[src/rtl/cassette_rec_if.sv]
// SDRAM tape-buffer write port shared by the recorder and the buffer controller.
// Carries address/data/request outward and the acknowledge back.
// The recorder drives the master side; the memory side answers on the slave side.
interface cassette_rec_if;
  logic [24:0] sdram_addr;
  logic [7:0]  sdram_dout;
  logic        sdram_wr;
  logic        sdram_ack;

  modport master (
    output sdram_addr,
    output sdram_dout,
    output sdram_wr,
    input  sdram_ack
  );

  modport slave (
    input  sdram_addr,
    input  sdram_dout,
    input  sdram_wr,
    output sdram_ack
  );
endinterface

[src/rtl/cassette_rec.sv]
// Cassette recorder: decodes CoCo FSK cycles from din, locks on 0x55/0x3C, writes bytes to SDRAM.
// Latency: 2 clk sync + up to 1 en period per edge; byte completion to sdram_wr is 1 clk.
// Backpressure: one-deep write register held until ack; a byte completing while it is full is dropped and flagged.
module cassette_rec #(
  parameter int MIN_P        = 150,
  parameter int THRESH       = 560,
  parameter int MAX_P        = 1100,
  parameter int LEADER_BYTES = 4
) (
  input  logic           clk,
  input  logic           reset_n,
  input  logic           en,
  input  logic           record,
  input  logic           rewind,
  input  logic           din,
  cassette_rec_if.master sdram,
  output logic           overrun,
  output logic [2:0]     status
);

  localparam logic [2:0] S_IDLE   = 3'd0;
  localparam logic [2:0] S_HUNT   = 3'd1;
  localparam logic [2:0] S_LEADER = 3'd2;
  localparam logic [2:0] S_SYNC   = 3'd3;
  localparam logic [2:0] S_DATA   = 3'd4;

  localparam logic [10:0] P_MIN     = 11'(MIN_P);
  localparam logic [10:0] P_THRESH  = 11'(THRESH);
  localparam logic [10:0] P_MAX     = 11'(MAX_P);
  localparam logic [10:0] P_SAT     = 11'(MAX_P + 1);
  localparam logic [7:0]  LEAD_LAST = 8'(LEADER_BYTES - 1);

  logic        din_s1_q, din_s2_q, din_prev_q, din_prev_d;
  logic        rec_prev_q, rec_prev_d, rew_prev_q, rew_prev_d;
  logic [10:0] cnt_q, cnt_d;
  logic [15:0] sr_q, sr_d;
  logic [2:0]  bcnt_q, bcnt_d;
  logic [7:0]  lcnt_q, lcnt_d;
  logic [2:0]  state_q, state_d;
  logic [24:0] addr_q, addr_d;
  logic [7:0]  dout_q, dout_d;
  logic        wr_q, wr_d;
  logic        ack_pend_q, ack_pend_d;
  logic        ovr_q, ovr_d;

  logic        rise, rec_rise, rew_chg, bit_vld, bit_val, gap;
  logic        counting, byte_done, can_load, load;
  logic [15:0] sr_shift;
  logic [7:0]  load_dat;

  // Event decode for the current en tick: edges, bit classification, byte completion.
  always_comb begin
    rise      = en && din_s2_q && !din_prev_q;
    rec_rise  = en && record && !rec_prev_q;
    rew_chg   = en && (rewind != rew_prev_q);
    bit_vld   = rise && (cnt_q >= P_MIN) && (cnt_q <= P_MAX);
    bit_val   = (cnt_q < P_THRESH);
    gap       = en && (cnt_q == P_SAT);
    sr_shift  = {bit_val, sr_q[15:1]};
    counting  = (state_q == S_LEADER) || (state_q == S_SYNC) || (state_q == S_DATA);
    byte_done = bit_vld && counting && (bcnt_q == 3'd7);
    // A retiring write frees the holding register on the same edge a new byte lands.
    can_load  = !wr_q || ack_pend_q;
  end

  // Next-state logic: period counter, shift register, FSM and write port.
  always_comb begin
    din_prev_d = en ? din_s2_q : din_prev_q;
    rec_prev_d = en ? record : rec_prev_q;
    rew_prev_d = en ? rewind : rew_prev_q;
    cnt_d      = cnt_q;
    sr_d       = bit_vld ? sr_shift : sr_q;
    bcnt_d     = (bit_vld && counting) ? (bcnt_q + 3'd1) : bcnt_q;
    lcnt_d     = lcnt_q;
    state_d    = state_q;
    addr_d     = addr_q;
    dout_d     = dout_q;
    wr_d       = wr_q;
    ovr_d      = ovr_q;
    load       = 1'b0;
    load_dat   = 8'h00;
    // Ack is registered first; the request drops and the address moves one edge later.
    ack_pend_d = wr_q && sdram.sdram_ack && !ack_pend_q;

    if (en) begin
      if (rise && (cnt_q >= P_MIN)) begin
        cnt_d = 11'd1;
      end else if (cnt_q != P_SAT) begin
        cnt_d = cnt_q + 11'd1;
      end
    end

    if (ack_pend_q) begin
      wr_d   = 1'b0;
      addr_d = addr_q + 25'd1;
    end

    if (rew_chg) begin
      state_d    = S_IDLE;
      addr_d     = 25'd0;
      wr_d       = 1'b0;
      ack_pend_d = 1'b0;
      ovr_d      = 1'b0;
    end else if (rec_rise) begin
      if (state_q == S_IDLE) begin
        state_d = S_HUNT;
        sr_d    = 16'h0000;
      end else begin
        state_d = S_IDLE;
      end
    end else if (en) begin
      case (state_q)
        S_HUNT: begin
          if (bit_vld && (sr_shift == 16'h3C55)) begin
            bcnt_d  = 3'd0;
            lcnt_d  = 8'd0;
            state_d = S_LEADER;
          end
        end
        S_LEADER: begin
          if (can_load) begin
            load     = 1'b1;
            load_dat = 8'h55;
            lcnt_d   = lcnt_q + 8'd1;
            if (lcnt_q == LEAD_LAST) state_d = S_SYNC;
          end
        end
        S_SYNC: begin
          if (can_load) begin
            load     = 1'b1;
            load_dat = 8'h3C;
            state_d  = S_DATA;
          end
        end
        S_DATA: begin
          if (gap) begin
            state_d = S_HUNT;
            sr_d    = 16'h0000;
          end else if (byte_done) begin
            if (can_load) begin
              load     = 1'b1;
              load_dat = sr_shift[15:8];
            end else begin
              ovr_d = 1'b1;
            end
          end
        end
        default: ;
      endcase
      // A byte finishing before the header has been written out cannot be stored.
      if (byte_done && (state_q != S_DATA)) ovr_d = 1'b1;
    end

    if (load) begin
      wr_d   = 1'b1;
      dout_d = load_dat;
    end
  end

  // State registers; din synchronizer runs every clk, the rest follows the next-state logic.
  always_ff @(posedge clk or negedge reset_n) begin
    if (!reset_n) begin
      din_s1_q   <= 1'b0;
      din_s2_q   <= 1'b0;
      din_prev_q <= 1'b0;
      rec_prev_q <= 1'b0;
      rew_prev_q <= 1'b0;
      cnt_q      <= 11'd0;
      sr_q       <= 16'h0000;
      bcnt_q     <= 3'd0;
      lcnt_q     <= 8'd0;
      state_q    <= S_IDLE;
      addr_q     <= 25'd0;
      dout_q     <= 8'h00;
      wr_q       <= 1'b0;
      ack_pend_q <= 1'b0;
      ovr_q      <= 1'b0;
    end else begin
      din_s1_q   <= din;
      din_s2_q   <= din_s1_q;
      din_prev_q <= din_prev_d;
      rec_prev_q <= rec_prev_d;
      rew_prev_q <= rew_prev_d;
      cnt_q      <= cnt_d;
      sr_q       <= sr_d;
      bcnt_q     <= bcnt_d;
      lcnt_q     <= lcnt_d;
      state_q    <= state_d;
      addr_q     <= addr_d;
      dout_q     <= dout_d;
      wr_q       <= wr_d;
      ack_pend_q <= ack_pend_d;
      ovr_q      <= ovr_d;
    end
  end

  assign sdram.sdram_addr = addr_q;
  assign sdram.sdram_dout = dout_q;
  assign sdram.sdram_wr   = wr_q;
  assign overrun          = ovr_q;
  assign status           = state_q;

endmodule
[src/flat_wrapper.sv]
// flat-port wrapper written by rule: the top's interface ports become plain ports
module cassette_rec_flat 
#(
  parameter int MIN_P        = 150,
  parameter int THRESH       = 560,
  parameter int MAX_P        = 1100,
  parameter int LEADER_BYTES = 4
)
  (clk, reset_n, en, record, rewind, din, overrun, status, sdram_sdram_addr, sdram_sdram_dout, sdram_sdram_wr, sdram_sdram_ack);
  cassette_rec_if sdram_i ();
  input  logic clk;
  input  logic reset_n;
  input  logic en;
  input  logic record;
  input  logic rewind;
  input  logic din;
  output logic overrun;
  output logic [2:0] status;
  output wire logic [$bits(sdram_i.sdram_addr)-1:0] sdram_sdram_addr;
  output wire logic [$bits(sdram_i.sdram_dout)-1:0] sdram_sdram_dout;
  output wire logic [$bits(sdram_i.sdram_wr)-1:0] sdram_sdram_wr;
  input wire logic [$bits(sdram_i.sdram_ack)-1:0] sdram_sdram_ack;
  assign sdram_sdram_addr = sdram_i.sdram_addr;
  assign sdram_sdram_dout = sdram_i.sdram_dout;
  assign sdram_sdram_wr = sdram_i.sdram_wr;
  assign sdram_i.sdram_ack = sdram_sdram_ack;
  cassette_rec #(.MIN_P(MIN_P), .THRESH(THRESH), .MAX_P(MAX_P), .LEADER_BYTES(LEADER_BYTES)) u_core (.clk(clk), .reset_n(reset_n), .en(en), .record(record), .rewind(rewind), .din(din), .sdram(sdram_i), .overrun(overrun), .status(status));
endmodule
[config.mk]
export PLATFORM = sky130hd
export DESIGN_NAME = cassette_rec_flat
export DESIGN_NICKNAME = d
export VERILOG_FILES = /design/src/rtl/cassette_rec_if.sv /design/src/rtl/cassette_rec.sv /design/src/flat_wrapper.sv
export SDC_FILE = /design/constraint.sdc
export NUM_CORES = 1
export LEC_CHECK = 0
export CAP_MARGIN = 5
export CORE_MARGIN = 2
export CORE_UTILIZATION = 45
export DETAILED_ROUTE_END_ITERATION = 8
export GPL_TIMING_DRIVEN = 0
export PLACE_DENSITY = 0.77
export REMOVE_ABC_BUFFERS = 1
export SLEW_MARGIN = 10
export SYNTH_ARGS = -nofsm -noshare
export SYNTH_HDL_FRONTEND = slang
export SYNTH_SLANG_ARGS = --single-unit
[constraint.sdc]
create_clock -name clk -period 4.7 [get_ports clk]
set_clock_uncertainty 0.2 [all_clocks]
set_input_delay 0.94 -clock clk [delete_from_list [all_inputs] [get_ports clk]]
set_output_delay 0.94 -clock clk [all_outputs]
set_load 0.01 [all_outputs]
* Word-level counts from Yosys, hierarchy flattened *
Cells that the tools add are included.

storage, ports and cells
  register bits = 82
  bits of input ports = 7
  output and inout bits = 38
  logic and storage cells = 139

operators by class
  add/sub/neg operators = 4
  $lt $le $gt $ge = 3
  eq/ne operators = 21
  mux-type cells = 58
  bitwise operators = 2
  reduce and logical (&&, ||, !) cells = 36

operators with widths
  operator                                                count
  two-way mux 16 bit                                      7
  two-way mux 8 bit                                       8
  two-way mux 25 bit                                      2
  two-way mux 3 bit                                       14
  adder 25 x 1 -> 25 bit (second input constant)          1
  case mux 8 bit (3 select lines)                         1
  two-way mux 11 bit                                      2
  two-way mux 1 bit                                       19
  equality test 16 x 14 -> 1 bit (second input constant)  1
  inequality test 4 x 1 -> 1 bit (second input constant)  4
  case mux 8 bit (2 select lines)                         1
  logical AND 1 bit                                       14
  case mux 3 bit (4 select lines)                         1
  AND reduction 6 bit                                     2
  nonzero test 3 bit                                      4
  adder 11 x 1 -> 11 bit (second input constant)          1
  equality test 11 bit (second input constant)            1
  >= comparator 11 x 8 -> 1 bit (second input constant)   1
  <= comparator 11 bit (second input constant)            1
  < comparator 11 x 10 -> 1 bit (second input constant)   1
  inequality test 11 bit (second input constant)          1
  adder 8 x 1 -> 8 bit (second input constant)            1
  equality test 8 x 2 -> 1 bit (second input constant)    1
  nonzero test 2 bit                                      4
  21 further kinds                                        31

* Depth between registers and ports, before layout *
  word-level depth = 13
  gate-level depth with buffers = 9
  gate-level depth less buffers = 8

* Worst setup path after synthesis *
No wires, ideal clock.

  path type = input -> register
  start point = in rewind
  end point = reg u_core.lcnt_q[3]
  library setup time = 0.077 ns
  arrival time = 2.748 ns
  path slack = 1.674 ns
  stages = 6
  path buffers = 0
  cells stage by stage = xnor2_1 nand3_1 a211oi_1 nand2_1 or4_1 a21oi_1

between the ends
  longest elaborated chain between the ends = 4

RTL lines
  what                           RTL line             source
  start, declared                flat_wrapper.sv:15   input logic rewind;
  inequality test 1 bit          cassette_rec.sv:55   rew_chg = en && (rewind != rew_prev_q);
  logical AND 1 bit              cassette_rec.sv:55
  inverter 1 bit (no line)       -
  AND reduction 6 bit (no line)  -
  end signal, assigned           cassette_rec.sv:187  lcnt_q <= lcnt_d;
  end, declared                  cassette_rec.sv:38   logic [7:0] lcnt_q, lcnt_d;

Every way passes these cells.
A chain may end at the register's enable or synchronous reset.

* Worst setup path after layout *
  start point = in rewind
  end point = reg u_core.lcnt_q[5]

Same word-level chain as after synthesis.

==> impl_metrics.ini <==
[logic_synthesis]
yosysWarnings = 0
synth_top_family_by_area = simple AND/OR/NAND/NOR gates
ys.flop_type = dfrtp_1
synth-compound-area-share = 0.119
synthMuxAreaShare = 0.0473
synth_xor_area_frac = 0.0700
yosys.area_share.simple = 0.219
synth_area_mm2 = 0.00413
synth_cell_types = 66
synth_fa_ha_area_frac = 0.0212
async_flop_share = 1.00
synthCells = 405
seq_area_frac_synth = 0.491
synth-edff-count = 0
synth_seq_cells = 81
synth.avg_cell_area_um2 = 10.2

[clocking]
clockRootBuffer = clkbuf_8
clk_pin_slew_ns = 0.08
clk_latency_ns = 0.35
h-tree-depth = 3
cts_tree = built
cts_resized = 0
clk_path_buf_depth = 2
cts_buffers = 9
clkSinkCount = 81
cts_setup_buffers = 0
holdBufCountCts = 0

[floorplan]
rows = 34
die_y_um = 99.8
core_area_mm2 = 0.00881
io_pins = 45
initial_core_util = 0.469
die_area_mm2 = 0.00996
die_w_um = 99.8

[timing]
tns_ns = 0
period_share = 0.795
worst_slew_pin_slew_ns = 0.975
drv_slew = 0
hold_viol_final = 0
max_clock_freq_ghz = 0.268
finalWorstSetupSlack_ns = 0.962
fin_crit_ns = 3.74
setup_violations = 0
relSlewSlack = 0.346
grt_setup_unrepaired = false

[drt]
antenna_left = 0
vias_per_cell = 5.75
wl_um = 8490
routedWlPerCell_um = 15.1
vias = 3226
route.detailed.drc = 0
drt_pass1_iterations = 5
drt_iter0_markers = 202

[placed_design]
port_buffers = 44
dpl_cell_area_mm2 = 0.00465
dp_slack_ns = 0.450
dp.cells = 545
dpl.hpwl_um = 5990
place_congestion = 0.830

[grt]
antenna_found_initial = 0
use_met1 = 0.216
globalRouteOverflowTotal = 0
use_met3 = 0.0481
busiest_layer = met2
groute.layer.met2.usage = 0.287
grt_pass1_wl_um = 13800
grt_max_degree = 60
grt.total_usage = 0.172
first_global_vias = 3006

[setup_path]
r2r-start = u_core.rew_prev_q$_DFFE_PN0P_
worst_setup_path_end_kind = flop
start_kind = input pin
r2r_setup_slack_ns = 1.59
worstPathRequired_ns = 4.77
rr_worst_depth = 6
criticalPathCategory = input pin to flop
crit_arrival_ns = 3.81
path_max_fanout = 10
r2r-end = u_core.lcnt_q[5]$_DFFE_PN0P_

[min_path]
hold_depth = 0
min_path_type = flop to flop
holdPathEnd = u_core.din_s2_q$_DFF_PN0_
hp-start = u_core.din_s1_q$_DFF_PN0_

[outcome]
status = completed

[final_layout]
fin_area_mm2 = 0.00487
instances_no_fill = 561
n_antenna_cell = 0
fillers = 758
num-nets-final = 462
drive_gt1_frac = 0.0795
area_growth_pct = 18.0
multi_input_area_mm2 = 0.00198
fin_util = 0.553
layout.area.seq_mm2 = 0.00203

[power_and_ir_drop]
vdd_drop_max_uv = 308
power_density_mw_per_mm2 = 384
leakage_nw = 2.08

[flow_run]
maxCapViolations = 0
## how the worst max path moves through the flow
| stage | startpoint | to | slack, ns |
|---|---|---|---|
| after global routing | rewind | u_core.lcnt_q[5]$_DFFE_PN0P_ | 0.75 |
| after CTS | en | u_core.sr_q[3]$_DFF_PN0_ | 0.81 |
| after global placement | reset_n | u_core.cnt_q[0]$_DFFE_PN0P_ | -0.30 |
| final | rewind | u_core.lcnt_q[5]$_DFFE_PN0P_ | 0.96 |
| after detailed placement | en | u_core.sr_q[3]$_DFF_PN0_ | 0.45 |
| after floorplan | rewind | u_core.lcnt_q[3]$_DFFE_PN0P_ | 1.67 |
## cell families after synthesis
| family | Yosys count |
|---|---|
| multiplexers | 19 |
| XOR/XNOR | 33 |
| buffers and inverters | 24 |
| adder cells (fa/ha/maj) | 7 |
| AO/OA/AOI/OAI | 68 |
| flip-flops | 81 |
| AND/OR/NAND/NOR | 173 |
## where the power goes
group	leakage [nW]	internal, mW	total [mW]	switching (mW)
Clock	0.0995	0.299	0.545	0.246
Sequential	1.09	0.770	0.881	0.112
Combinational	0.887	0.214	0.444	0.229
Total	2.08	1.28	1.87	0.588
## through the flow
step | hold WS [ns] | power (mW)
6_report | 0.161 | 1.87
3_3_place_gp | 0.135 | 1.31
3_5_place_dp | 0.146 | 1.33
2_1_floorplan | 0.131 | 1.14
5_1_grt | 0.170 | 1.97
4_1_cts | 0.164 | 1.88
## metal layers
metal / share of wire / routed length, µm
met5: 0 / 0
met4: 0.018 / 155
met3: 0.040 / 336
met2: 0.49 / 4180
met1: 0.45 / 3820
## synth_stat cells (all sizes together) (5+ instances only)
cell type  number  share of area
xor2           20          0.042
o31ai           6          0.011
buf             6         0.0088
a22o            5          0.011
dfrtp          81           0.49
clkbuf          8          0.015
nand2          24          0.022
xnor2          13          0.028
and3            6         0.0091
inv            10         0.0091
nor3            8         0.0097
or4             5          0.010
nand2b          5         0.0076
nor2           63          0.058
nand4          14          0.021
mux2i          15          0.036
or3             5         0.0076
nor4            8          0.014
a21oi          14          0.017
o21ai          15          0.018
nand3          12          0.015
ha              7          0.021
## critical path: stages
cell and delay [ns]:
clkdlybuf4s50_1 0.43, xnor2_1 0.29, nand3_1 0.40, a211oi_1 0.89, nand2_1 0.22, or4_1 0.46
a21oi_1 0.16
## cells in the final DEF, fill, tap and decap left out, drive strengths merged, types with 5 or more instances in the layout
master	count
nor2	63
nand4	14
o31ai	6
or4	5
nand3	12
clkdlybuf4s50	43
xnor2	13
nand2	24
nand2b	5
a21oi	14
ha	7
and3	6
or3	5
mux2i	15
xor2	20
nor4	8
a22o	5
inv	10
o21ai	15
clkbuf	11
dfrtp	81
nor3	8
## area by class of cell
type,count,share of cell area
clock buffers,11,0.0270
clock inverters,5,0.0164
inverters,10,0.00771
multi-input cells,300,0.406
flip-flops and latches,81,0.416
well taps,108,0.0277
repair buffers,46,0.0986
## sequential cells by signal, summed over array words and instances, names as in the netlist
name                     count
u_core.sdram.sdram_dout      8
u_core.din_prev_q            1
u_core.lcnt_q                8
u_core.overrun               1
u_core.sr_q                 15
u_core.sdram.sdram_wr        1
u_core.ack_pend_q            1
u_core.bcnt_q                3
u_core.cnt_q                11
u_core.din_s1_q              1
u_core.din_s2_q              1
u_core.rew_prev_q            1
u_core.sdram.sdram_addr     25
u_core.rec_prev_q            1
u_core.status                3
(Power assumes the default switching activity.)
